### config.mk
export PLATFORM = sky130hd
export DESIGN_NAME = multicycle_ctrl_flat
export DESIGN_NICKNAME = d
export VERILOG_FILES = /design/src/rtl/mips_ctrl_pkg.sv /design/src/rtl/multicycle_ctrl_if.sv /design/src/rtl/alu_dec.sv /design/src/rtl/multicycle_ctrl.sv /design/src/flat_wrapper.sv
export SDC_FILE = /design/constraint.sdc
export NUM_CORES = 1
export LEC_CHECK = 0
export ABC_AREA = 1
export CAP_MARGIN = 20
export CORE_UTILIZATION = 41
export CTS_BUF_LIST = sky130_fd_sc_hd__clkbuf_8
export CTS_CLUSTER_SIZE = 12
export DETAILED_ROUTE_END_ITERATION = 6
export GPL_ROUTABILITY_DRIVEN = 0
export PLACE_DENSITY_LB_ADDON = 0.2
export SLEW_MARGIN = 25
export SYNTH_ARGS = -nofsm -noshare
export SYNTH_HDL_FRONTEND = slang
export SYNTH_SLANG_ARGS = --single-unit
export TNS_END_PERCENT = 100
### constraint.sdc
create_clock -name clk -period 2 [get_ports clk]
set_input_delay 0.2 -clock clk [delete_from_list [all_inputs] [get_ports clk]]
set_output_delay 0.2 -clock clk [all_outputs]
set_load 0.02 [all_outputs]
### src/rtl/mips_ctrl_pkg.sv
// mips_ctrl_pkg: shared definitions for the multicycle MIPS control unit.
//   state_e   - controller state encoding (4 bits, 12 encoded values)
//   OP_*/FN_* - supported opcode and R-type funct codes
//   ALU_*     - ALUControl encodings; ALUOP_* - internal ALUOp encodings
//   ctrl_t    - per-state datapath control word (before reset gating)
package mips_ctrl_pkg;

    localparam int unsigned STATE_W = 4;
    localparam int unsigned OP_W    = 6;

    typedef enum logic [STATE_W-1:0] {
        FETCH    = 4'd0,
        DECODE   = 4'd1,
        MEMADR   = 4'd2,
        MEMREAD  = 4'd3,
        MEMWB    = 4'd4,
        MEMWRITE = 4'd5,
        EXECUTE  = 4'd6,
        ALUWB    = 4'd7,
        BRANCH   = 4'd8,
        ADDIEXEC = 4'd9,
        ADDIWB   = 4'd10,
        JUMP     = 4'd11
    } state_e;

    // Opcodes (instruction[31:26])
    localparam logic [OP_W-1:0] OP_LW    = 6'b100011;
    localparam logic [OP_W-1:0] OP_SW    = 6'b101011;
    localparam logic [OP_W-1:0] OP_RTYPE = 6'b000000;
    localparam logic [OP_W-1:0] OP_BEQ   = 6'b000100;
    localparam logic [OP_W-1:0] OP_ADDI  = 6'b001000;
    localparam logic [OP_W-1:0] OP_J     = 6'b000010;

    // R-type funct codes (instruction[5:0])
    localparam logic [OP_W-1:0] FN_ADD = 6'b100000;
    localparam logic [OP_W-1:0] FN_SUB = 6'b100010;
    localparam logic [OP_W-1:0] FN_AND = 6'b100100;
    localparam logic [OP_W-1:0] FN_OR  = 6'b100101;
    localparam logic [OP_W-1:0] FN_SLT = 6'b101010;

    // ALUControl encodings
    localparam logic [2:0] ALU_AND = 3'b000;
    localparam logic [2:0] ALU_OR  = 3'b001;
    localparam logic [2:0] ALU_ADD = 3'b010;
    localparam logic [2:0] ALU_SUB = 3'b110;
    localparam logic [2:0] ALU_SLT = 3'b111;

    // ALUOp encodings
    localparam logic [1:0] ALUOP_ADD   = 2'b00;
    localparam logic [1:0] ALUOP_SUB   = 2'b01;
    localparam logic [1:0] ALUOP_FUNCT = 2'b10;

    // Control word decoded from the current state
    typedef struct packed {
        logic       iord;
        logic       reg_dst;
        logic       memto_reg;
        logic       ir_write;
        logic       we3;
        logic       alu_src_a;
        logic       branch;
        logic       pc_write;
        logic [1:0] alu_src_b;
        logic [1:0] pc_src;
        logic       mem_write;
        logic       retire;
        logic       illegal;
    } ctrl_t;

    // True for the six opcodes the controller sequences
    function automatic logic op_supported(input logic [OP_W-1:0] op);
        case (op)
            OP_LW, OP_SW, OP_RTYPE, OP_BEQ, OP_ADDI, OP_J: return 1'b1;
            default:                                       return 1'b0;
        endcase
    endfunction

endpackage

### src/rtl/multicycle_ctrl_if.sv
// multicycle_ctrl_if: controller <-> datapath/memory signal bundle.
//   Op, Funct   - instruction fields from the instruction register
//   mem_ready   - memory completes the current access this cycle
//   IorD, RegDst, MemtoReg, IRWrite, WE3, ALUSrcA, Branch, PCWrite,
//   ALUSrcB, PCSrc, ALUControl - datapath controls
//   MemWrite    - memory write request
//   retire      - last cycle of a completed instruction
//   illegal     - unsupported Op/Funct seen in DECODE
// master = controller side, slave = datapath side.
interface multicycle_ctrl_if;

    logic [5:0] Op;
    logic [5:0] Funct;
    logic       mem_ready;

    logic       IorD;
    logic       RegDst;
    logic       MemtoReg;
    logic       IRWrite;
    logic       WE3;
    logic       ALUSrcA;
    logic       Branch;
    logic       PCWrite;
    logic [1:0] ALUSrcB;
    logic [1:0] PCSrc;
    logic [2:0] ALUControl;
    logic       MemWrite;
    logic       retire;
    logic       illegal;

    modport master (
        input  Op, Funct, mem_ready,
        output IorD, RegDst, MemtoReg, IRWrite, WE3, ALUSrcA, Branch, PCWrite,
               ALUSrcB, PCSrc, ALUControl, MemWrite, retire, illegal
    );

    modport slave (
        output Op, Funct, mem_ready,
        input  IorD, RegDst, MemtoReg, IRWrite, WE3, ALUSrcA, Branch, PCWrite,
               ALUSrcB, PCSrc, ALUControl, MemWrite, retire, illegal
    );

endinterface

### src/rtl/alu_dec.sv
// alu_dec: combinational ALU decoder.
//   ALUOp         in  2  00 add, 01 sub, 10 decode Funct
//   Funct         in  6  R-type funct field
//   ALUControl    out 3  ALU operation
//   funct_illegal out 1  Funct is not a supported R-type code (independent of ALUOp)
module alu_dec
    import mips_ctrl_pkg::*;
(
    input  logic [1:0] ALUOp,
    input  logic [5:0] Funct,
    output logic [2:0] ALUControl,
    output logic       funct_illegal
);

    logic [2:0] funct_ctl_c;

    // Funct lookup; also flags unsupported codes so DECODE can reject them
    always_comb begin
        funct_ctl_c   = ALU_ADD;
        funct_illegal = 1'b0;
        case (Funct)
            FN_ADD:  funct_ctl_c = ALU_ADD;
            FN_SUB:  funct_ctl_c = ALU_SUB;
            FN_AND:  funct_ctl_c = ALU_AND;
            FN_OR:   funct_ctl_c = ALU_OR;
            FN_SLT:  funct_ctl_c = ALU_SLT;
            default: funct_illegal = 1'b1;
        endcase
    end

    // ALUOp selects a fixed operation or the Funct lookup; 11 is unused and adds
    always_comb begin
        ALUControl = ALU_ADD;
        case (ALUOp)
            ALUOP_SUB:   ALUControl = ALU_SUB;
            ALUOP_FUNCT: ALUControl = funct_ctl_c;
            default:     ALUControl = ALU_ADD;
        endcase
    end

endmodule

### src/rtl/multicycle_ctrl.sv
// multicycle_ctrl: Moore control FSM for the multicycle MIPS datapath.
//   clk    in  rising-edge clock
//   reset  in  asynchronous, active-high; forces FETCH and masks all enables
//   bus    multicycle_ctrl_if.master: Op/Funct/mem_ready in, datapath
//          controls, MemWrite, retire and illegal out
// Controls are decoded from the state register; the only input-dependent
// terms are the mem_ready handshake in FETCH/MEMWRITE and illegal in DECODE.
module multicycle_ctrl
    import mips_ctrl_pkg::*;
(
    input  logic               clk,
    input  logic               reset,
    multicycle_ctrl_if.master  bus
);

    logic [STATE_W-1:0] state_q;
    logic [STATE_W-1:0] state_d;
    ctrl_t              ctrl_c;
    logic [1:0]         alu_op_c;
    logic [2:0]         alu_control_c;
    logic               funct_illegal_c;
    logic               decode_illegal_c;

    // State register
    always_ff @(posedge clk or posedge reset) begin
        if (reset) begin
            state_q <= FETCH;
        end else begin
            state_q <= state_d;
        end
    end

    // ALUOp depends on state only, kept apart from the main decode so the
    // funct_illegal path back into DECODE stays acyclic
    always_comb begin
        alu_op_c = ALUOP_ADD;
        case (state_q)
            EXECUTE: alu_op_c = ALUOP_FUNCT;
            BRANCH:  alu_op_c = ALUOP_SUB;
            default: alu_op_c = ALUOP_ADD;
        endcase
    end

    alu_dec u_alu_dec (
        .ALUOp         (alu_op_c),
        .Funct         (bus.Funct),
        .ALUControl    (alu_control_c),
        .funct_illegal (funct_illegal_c)
    );

    assign decode_illegal_c = !op_supported(bus.Op) ||
                              ((bus.Op == OP_RTYPE) && funct_illegal_c);

    // Next-state and control decode
    always_comb begin
        state_d = state_q;
        ctrl_c  = '0;
        case (state_q)
            FETCH: begin
                ctrl_c.alu_src_b = 2'b01;
                ctrl_c.ir_write  = bus.mem_ready;
                ctrl_c.pc_write  = bus.mem_ready;
                if (bus.mem_ready) begin
                    state_d = DECODE;
                end
            end
            DECODE: begin
                ctrl_c.alu_src_b = 2'b11;
                if (decode_illegal_c) begin
                    ctrl_c.illegal = 1'b1;
                    state_d        = FETCH;
                end else begin
                    case (bus.Op)
                        OP_LW, OP_SW: state_d = MEMADR;
                        OP_RTYPE:     state_d = EXECUTE;
                        OP_BEQ:       state_d = BRANCH;
                        OP_ADDI:      state_d = ADDIEXEC;
                        OP_J:         state_d = JUMP;
                        default:      state_d = FETCH;
                    endcase
                end
            end
            MEMADR: begin
                ctrl_c.alu_src_a = 1'b1;
                ctrl_c.alu_src_b = 2'b10;
                state_d          = (bus.Op == OP_SW) ? MEMWRITE : MEMREAD;
            end
            MEMREAD: begin
                ctrl_c.iord = 1'b1;
                if (bus.mem_ready) begin
                    state_d = MEMWB;
                end
            end
            MEMWB: begin
                ctrl_c.memto_reg = 1'b1;
                ctrl_c.we3       = 1'b1;
                ctrl_c.retire    = 1'b1;
                state_d          = FETCH;
            end
            MEMWRITE: begin
                // Request stays up across the stall; retire marks the accepting cycle
                ctrl_c.iord      = 1'b1;
                ctrl_c.mem_write = 1'b1;
                ctrl_c.retire    = bus.mem_ready;
                if (bus.mem_ready) begin
                    state_d = FETCH;
                end
            end
            EXECUTE: begin
                ctrl_c.alu_src_a = 1'b1;
                state_d          = ALUWB;
            end
            ALUWB: begin
                ctrl_c.reg_dst = 1'b1;
                ctrl_c.we3     = 1'b1;
                ctrl_c.retire  = 1'b1;
                state_d        = FETCH;
            end
            BRANCH: begin
                ctrl_c.alu_src_a = 1'b1;
                ctrl_c.pc_src    = 2'b01;
                ctrl_c.branch    = 1'b1;
                ctrl_c.retire    = 1'b1;
                state_d          = FETCH;
            end
            ADDIEXEC: begin
                ctrl_c.alu_src_a = 1'b1;
                ctrl_c.alu_src_b = 2'b10;
                state_d          = ADDIWB;
            end
            ADDIWB: begin
                ctrl_c.we3    = 1'b1;
                ctrl_c.retire = 1'b1;
                state_d       = FETCH;
            end
            JUMP: begin
                ctrl_c.pc_src   = 2'b10;
                ctrl_c.pc_write = 1'b1;
                ctrl_c.retire   = 1'b1;
                state_d         = FETCH;
            end
            default: begin
                state_d = FETCH;
            end
        endcase
    end

    // Selects pass straight through; enables and pulses are masked by reset
    assign bus.IorD       = ctrl_c.iord;
    assign bus.RegDst     = ctrl_c.reg_dst;
    assign bus.MemtoReg   = ctrl_c.memto_reg;
    assign bus.ALUSrcA    = ctrl_c.alu_src_a;
    assign bus.ALUSrcB    = ctrl_c.alu_src_b;
    assign bus.PCSrc      = ctrl_c.pc_src;
    assign bus.ALUControl = alu_control_c;
    assign bus.IRWrite    = ctrl_c.ir_write  & ~reset;
    assign bus.PCWrite    = ctrl_c.pc_write  & ~reset;
    assign bus.WE3        = ctrl_c.we3       & ~reset;
    assign bus.MemWrite   = ctrl_c.mem_write & ~reset;
    assign bus.Branch     = ctrl_c.branch    & ~reset;
    assign bus.retire     = ctrl_c.retire    & ~reset;
    assign bus.illegal    = ctrl_c.illegal   & ~reset;

endmodule

### src/flat_wrapper.sv
// flat-port wrapper written by rule: the top's interface ports become plain ports
module multicycle_ctrl_flat import mips_ctrl_pkg::*;
  (clk, reset, bus_Op, bus_Funct, bus_mem_ready, bus_IorD, bus_RegDst, bus_MemtoReg, bus_IRWrite, bus_WE3, bus_ALUSrcA, bus_Branch, bus_PCWrite, bus_ALUSrcB, bus_PCSrc, bus_ALUControl, bus_MemWrite, bus_retire, bus_illegal);
  multicycle_ctrl_if bus_i ();
  input  logic clk;
  input  logic reset;
  input wire logic [$bits(bus_i.Op)-1:0] bus_Op;
  input wire logic [$bits(bus_i.Funct)-1:0] bus_Funct;
  input wire logic [$bits(bus_i.mem_ready)-1:0] bus_mem_ready;
  output wire logic [$bits(bus_i.IorD)-1:0] bus_IorD;
  output wire logic [$bits(bus_i.RegDst)-1:0] bus_RegDst;
  output wire logic [$bits(bus_i.MemtoReg)-1:0] bus_MemtoReg;
  output wire logic [$bits(bus_i.IRWrite)-1:0] bus_IRWrite;
  output wire logic [$bits(bus_i.WE3)-1:0] bus_WE3;
  output wire logic [$bits(bus_i.ALUSrcA)-1:0] bus_ALUSrcA;
  output wire logic [$bits(bus_i.Branch)-1:0] bus_Branch;
  output wire logic [$bits(bus_i.PCWrite)-1:0] bus_PCWrite;
  output wire logic [$bits(bus_i.ALUSrcB)-1:0] bus_ALUSrcB;
  output wire logic [$bits(bus_i.PCSrc)-1:0] bus_PCSrc;
  output wire logic [$bits(bus_i.ALUControl)-1:0] bus_ALUControl;
  output wire logic [$bits(bus_i.MemWrite)-1:0] bus_MemWrite;
  output wire logic [$bits(bus_i.retire)-1:0] bus_retire;
  output wire logic [$bits(bus_i.illegal)-1:0] bus_illegal;
  assign bus_i.Op = bus_Op;
  assign bus_i.Funct = bus_Funct;
  assign bus_i.mem_ready = bus_mem_ready;
  assign bus_IorD = bus_i.IorD;
  assign bus_RegDst = bus_i.RegDst;
  assign bus_MemtoReg = bus_i.MemtoReg;
  assign bus_IRWrite = bus_i.IRWrite;
  assign bus_WE3 = bus_i.WE3;
  assign bus_ALUSrcA = bus_i.ALUSrcA;
  assign bus_Branch = bus_i.Branch;
  assign bus_PCWrite = bus_i.PCWrite;
  assign bus_ALUSrcB = bus_i.ALUSrcB;
  assign bus_PCSrc = bus_i.PCSrc;
  assign bus_ALUControl = bus_i.ALUControl;
  assign bus_MemWrite = bus_i.MemWrite;
  assign bus_retire = bus_i.retire;
  assign bus_illegal = bus_i.illegal;
  multicycle_ctrl u_core (.clk(clk), .reset(reset), .bus(bus_i));
endmodule
# After elaboration in Yosys (flattened, before gate mapping)
# Cells that the tools add are included.
[word_totals]
register_bits = 4
inputBits = 15
wordCells = 75
[classes]
n_eq_ne = 26
mux = 26
n_bitwise = 8
reduce_logical = 14
[op_table]
columns = ["op", "count"]
rows = [
  ["== test 6 bit, second input constant", 7],
  ["case mux 4 bit (7 select lines)", 1],
  ["case mux 4 bit (5 select lines)", 1],
  ["== test 4 x 3 -> 1 bit, second input constant", 4],
  ["== test 4 bit, second input constant", 4],
  ["two-way mux 4 bit", 4],
  ["two-way mux 1 bit", 12],
  ["case mux 3 bit (4 select lines)", 1],
  ["OR reduction 5 bit", 2],
  ["== test 4 x 2 -> 1 bit, second input constant", 2],
  ["case mux 2 bit (2 select lines)", 2],
  ["AND 1 bit", 7],
  ["== test 6 x 2 -> 1 bit, second input constant", 1],
  ["== test 6 x 3 -> 1 bit, second input constant", 1],
  ["== test 6 x 4 -> 1 bit, second input constant", 1],
  ["logical NOT 6 bit", 1],
  ["inequality test 2 bit, second input constant", 3],
  ["case mux 2 bit (3 select lines)", 1],
  ["case mux 3 bit (2 select lines)", 1],
  ["OR reduction 2 bit", 3],
  ["OR reduction 6 bit", 1],
  ["== test 4 x 1 -> 1 bit, second input constant", 1],
  ["logical NOT 4 bit", 1],
  ["case mux 1 bit (2 select lines)", 2],
  ["10 further kinds", 10],
]

# Logic depth before layout (Yosys ltp)
[depth]
depth_word = 8
ltp_mapped = 9

# Hierarchy
# From an unflattened synthesis, not the netlist that was laid out.
[hier_totals]
hier_cells = 135
hier_area_um2 = 742.0
[modules_own_cells]
columns = ["mod", "instances", "cells_each", "area_per_inst_um2", "seq_area_each_um2"]
rows = [
  ["multicycle_ctrl", 1, 104, 583.1, 100.1],
  ["alu_dec", 1, 31, 158.9, 0.0],
]

# Worst setup path before layout
# Ideal clock, no wire load.
[synth_timing]
path_kind = "register to output"
start = "register u_core.state_q[1]"
end = "output port bus_ALUControl[0]"
arrival_ps = 2069
path_slack_ps = -269
stages_incl_launch_ff = 8
n_path_buf = 0
path_cell_list = "dfrtp_1 -> nor2_1 -> inv_1 -> nor2_1 -> inv_1 -> ha_1 -> nand2_1 -> a211oi_1"
[synth_via]
elab_chain_cells = 4
elab_cells_between_ends = 6
cone_classes = "eq/ne (4); mux (2)"
[synth_lines]
columns = ["item", "line_no", "text"]
rows = [
  ["start: declaration", "multicycle_ctrl.sv:16", "logic [STATE_W-1:0] state_q;"],
  ["start signal: assignment", "multicycle_ctrl.sv:29", "state_q <= state_d;"],
  ["== test 4 bit or == test 4 x 3 -> 1 bit (tied branches)", "multicycle_ctrl.sv:37", "case (state_q)"],
  ["case mux 2 bit (2 select lines) *", "multicycle_ctrl.sv:37", ""],
  ["== test 2 bit or == test 2 x 1 -> 1 bit (tied branches)", "alu_dec.sv:34", "case (ALUOp)"],
  ["case mux 3 bit (2 select lines) *", "alu_dec.sv:34", ""],
  ["end: declaration", "flat_wrapper.sv:20", "output wire logic [$bits(bus_i.ALUControl)-1:0] bus_ALUControl;"],
]
# Every way passes the cells marked *; elsewhere a longest branch is shown, timed or not.

# Worst setup path in the final report
[layout_timing]
start = "register u_core.state_q[0]"
end = "output port bus_PCSrc[0]"
[layout_via]
elab_chain_cells = 2
elab_cells_between_ends = 3
cone_classes = "eq/ne (2); mux (1)"
[layout_lines]
columns = ["item", "line_no", "text"]
rows = [
  ["== test 4 bit", "multicycle_ctrl.sv:58", "case (state_q)"],
  ["case mux 2 bit (2 select lines) *", "multicycle_ctrl.sv:58", ""],
  ["end: declaration", "flat_wrapper.sv:19", "output wire logic [$bits(bus_i.PCSrc)-1:0] bus_PCSrc;"],
]
# Marked as above.

==> impl_metrics.yaml <==
run_status:
  status: "complete, no violations"
setup_path:
  startpoint_type: "register"
  crit_path_end_kind: "output port"
  reg2reg_slack_ps: 530
  required_ps: 1800
  max_stage_delay_ps: 580
  cp.arrival_ps: 1790
  crit_path_max_fanout: 3
  crit_type: "register to output port"
  cp_slowest_cell: "clkdlybuf4s50_1"
  worstPathCellList: "nor2_2 > inv_1 > nor2_2 > buf_4 > buf_4 > clkdlybuf4s50_1"
finish:
  final_common_cell: "buf_4"
  layout_common_cells: "34 x buf_4, 30 x nand2_1, 24 x inv_1, 20 x nor2_1, 19 x clkdlybuf4s50_1"
  drive_above_1_share: 0.292
  nets: 215
  largest_reg_flops: 4
  largest_register: "u_core.state_q"
  reg.largest.list: "u_core.state_q: 4 flops"
  fillers: 92
  num_antenna_cells: 0
  area_growth_pct: 92.2
clock_tree:
  clk_pin_slew_ps: 30
  cts_buffer_depth: 2
  cts_tree: "yes"
  clock-sinks: 4
  root_buffer: "clkbuf_8"
  numCtsBuffers: 3
  htreeDepth: 1
  insertion_delay_ps: 220
floorplan:
  fp.dieArea_sq_um: 1820
  ios: 33
  coreArea_sq_um: 1520
  fp.dieH_um: 42.6
  die_x_um: 42.6
  start_util: 0.444
  rows: 14
power_and_ir_drop:
  leakage_nw: 0.752
  vdd_drop_max_mv: 0.813
  p_per_area_nw_per_um2: 909
routing:
  ant_nets: 0
  drc_errors: 0
  routed_via_density: 5.13
  wl_per_cell_um: 12.9
  first_pass_iters: 4
  drt-total-wl_mm: 2.72
  via_count: 1082
  drt_iter0_drc: 37
hold_path:
  hold_path.class: "input port to async pin"
sta:
  post-route-period-util: 0.997
  fin_crit_ps: 1990
  final-hold-violation-count: 0
  setup-tns-final_ps: 0
  slew_viol_final: 0
  tightest_slew_ps: 275
  maxSlewHeadroom: 0.816
  setup_viol: 0
  max_freq_mhz: 501
  holdWs_ps: 467
  clock_skew_ps: 1.15
global_route:
  grt_pass1_vias: 1007
  grt_util_all_layers: 0.296
  grt-ovfl-total: 0
  grt_antenna_before_repair: 0
  grt_max_degree: 7
  grt_pass1_wl_mm: 4.12
yosys:
  yosys_warnings: 0
  ys_ff_latch: 4
  synth.distinct_cells: 20
  syn_inst: 127
  yosysSeqAreaShare: 0.148
  syn-cell-area_sq_um: 677
  synth_fp_nets: 145
  avgSynthCellArea_sq_um: 5.33
place:
  port_buffers: 32
  dp_hpwl_mm: 1.94
job:
  drv_cap: 0
==> routing by layer <==
| metal | vias to the layer above | GRT usage | share of wire |
|---|---|---|---|
| met3 | 14 | 0.0302 | 0.039 |
| met2 | 46 | 0.548 | 0.52 |
| met1 | 481 | 0.334 | 0.41 |
| li1 | 541 | - | - |
| met4 | 0 | 0.125 | 0.037 |
| met5 | - | 0 | 0 |
==> cell usage after synthesis (all sizes together) <==
library cell	instances	area share
nand2	31	0.18
nor2	29	0.19
inv	28	0.16
nand3	13	0.10
nand4	6	0.055
o21ai	6	0.044
dfrtp	4	0.15
ha	3	0.055
a21boi	2	0.028
a31oi	2	0.018
a211oi	1	0.011
a21oi	1	0.0074
o211ai	1	0.011
==> final timing paths <==
| check | endpoint | cells after the start | start |
|---|---|---|---|
| max in group asynchronous | u_core.state_q[0]$_DFFE_PP0P_ | 3 | reset |
| worst min-delay path | u_core.state_q[1]$_DFFE_PP0P_ | 3 | reset |
| worst max register to register | u_core.state_q[1]$_DFFE_PP0P_ | 8 | u_core.state_q[1]$_DFFE_PP0P_ |
| worst max-delay path | bus_PCSrc[0] | 6 | u_core.state_q[0]$_DFFE_PP0P_ |
| worst min register to register | u_core.state_q[1]$_DFFE_PP0P_ | 3 | u_core.state_q[1]$_DFFE_PP0P_ |
| min in group clk | u_core.state_q[1]$_DFFE_PP0P_ | 3 | u_core.state_q[1]$_DFFE_PP0P_ |
==> worst max-delay path, delay by kind of cell (launching register included) <==
kind          cells  cell delay, ps
simple gates      2             290
buf+inv           4             880
flops             1             410
==> area by class of cell <==
| cell class | count | area, sq um | share of cell area |
|---|---|---|---|
| Timing Repair Buffer | 65 | 543 | 0.417 |
| Clock buffer | 3 | 41.3 | 0.0317 |
| Tap cell | 16 | 20.0 | 0.0154 |
| Sequential cell | 4 | 100 | 0.0769 |
| Multi-Input combinational cell | 95 | 492 | 0.378 |
| Inverter | 28 | 105 | 0.0808 |
==> metrics by stage <==
stage               power [W]  std cells  cell area [sq um]  setup WS [ps]   util
finish                0.00118        211               1300           5.70  0.854
global route          0.00126        211               1300          -44.2  0.854
CTS                   0.00112        208               1280           4.54  0.842
detailed placement   0.000963        205               1250           -246  0.820
global placement     0.000935        205               1250           -120  0.820
floorplan            0.000563        127                684           47.8      -
==> power by group <==
group	leakage [nW]	total, W	internal, W	switching, W
combinational	0.678	0.000873	0.000387	0.000487
sequential	0.0530	0.000139	0.000109	0.0000298
clock	0.0216	0.000171	0.000128	0.0000427
total	0.752	0.00118	0.000624	0.000559
==> cells by family after synthesis <==
| logic type | after synthesis | synth area share |
|---|---|---|
| AOI/OAI and AO/OA | 13 | 0.120 |
| adders and majority gates | 3 | 0.0555 |
| buffers and inverters | 28 | 0.155 |
| DFF | 4 | 0.148 |
| and+or+nand+nor | 79 | 0.521 |
==> what timing repair did <==
| action | 4_1_cts | 5_1_grt |
|---|---|---|
| resized for setup | 21 | 7 |
| pin swaps | 0 | 3 |
| hold buffers | 0 | 0 |
| hold endpoints to repair | 0 | 0 |
| setup buffers | 0 | 3 |
| endpoints found under the setup margin | 12 | 6 |
Note: power is estimated with default switching activity, not from simulation.
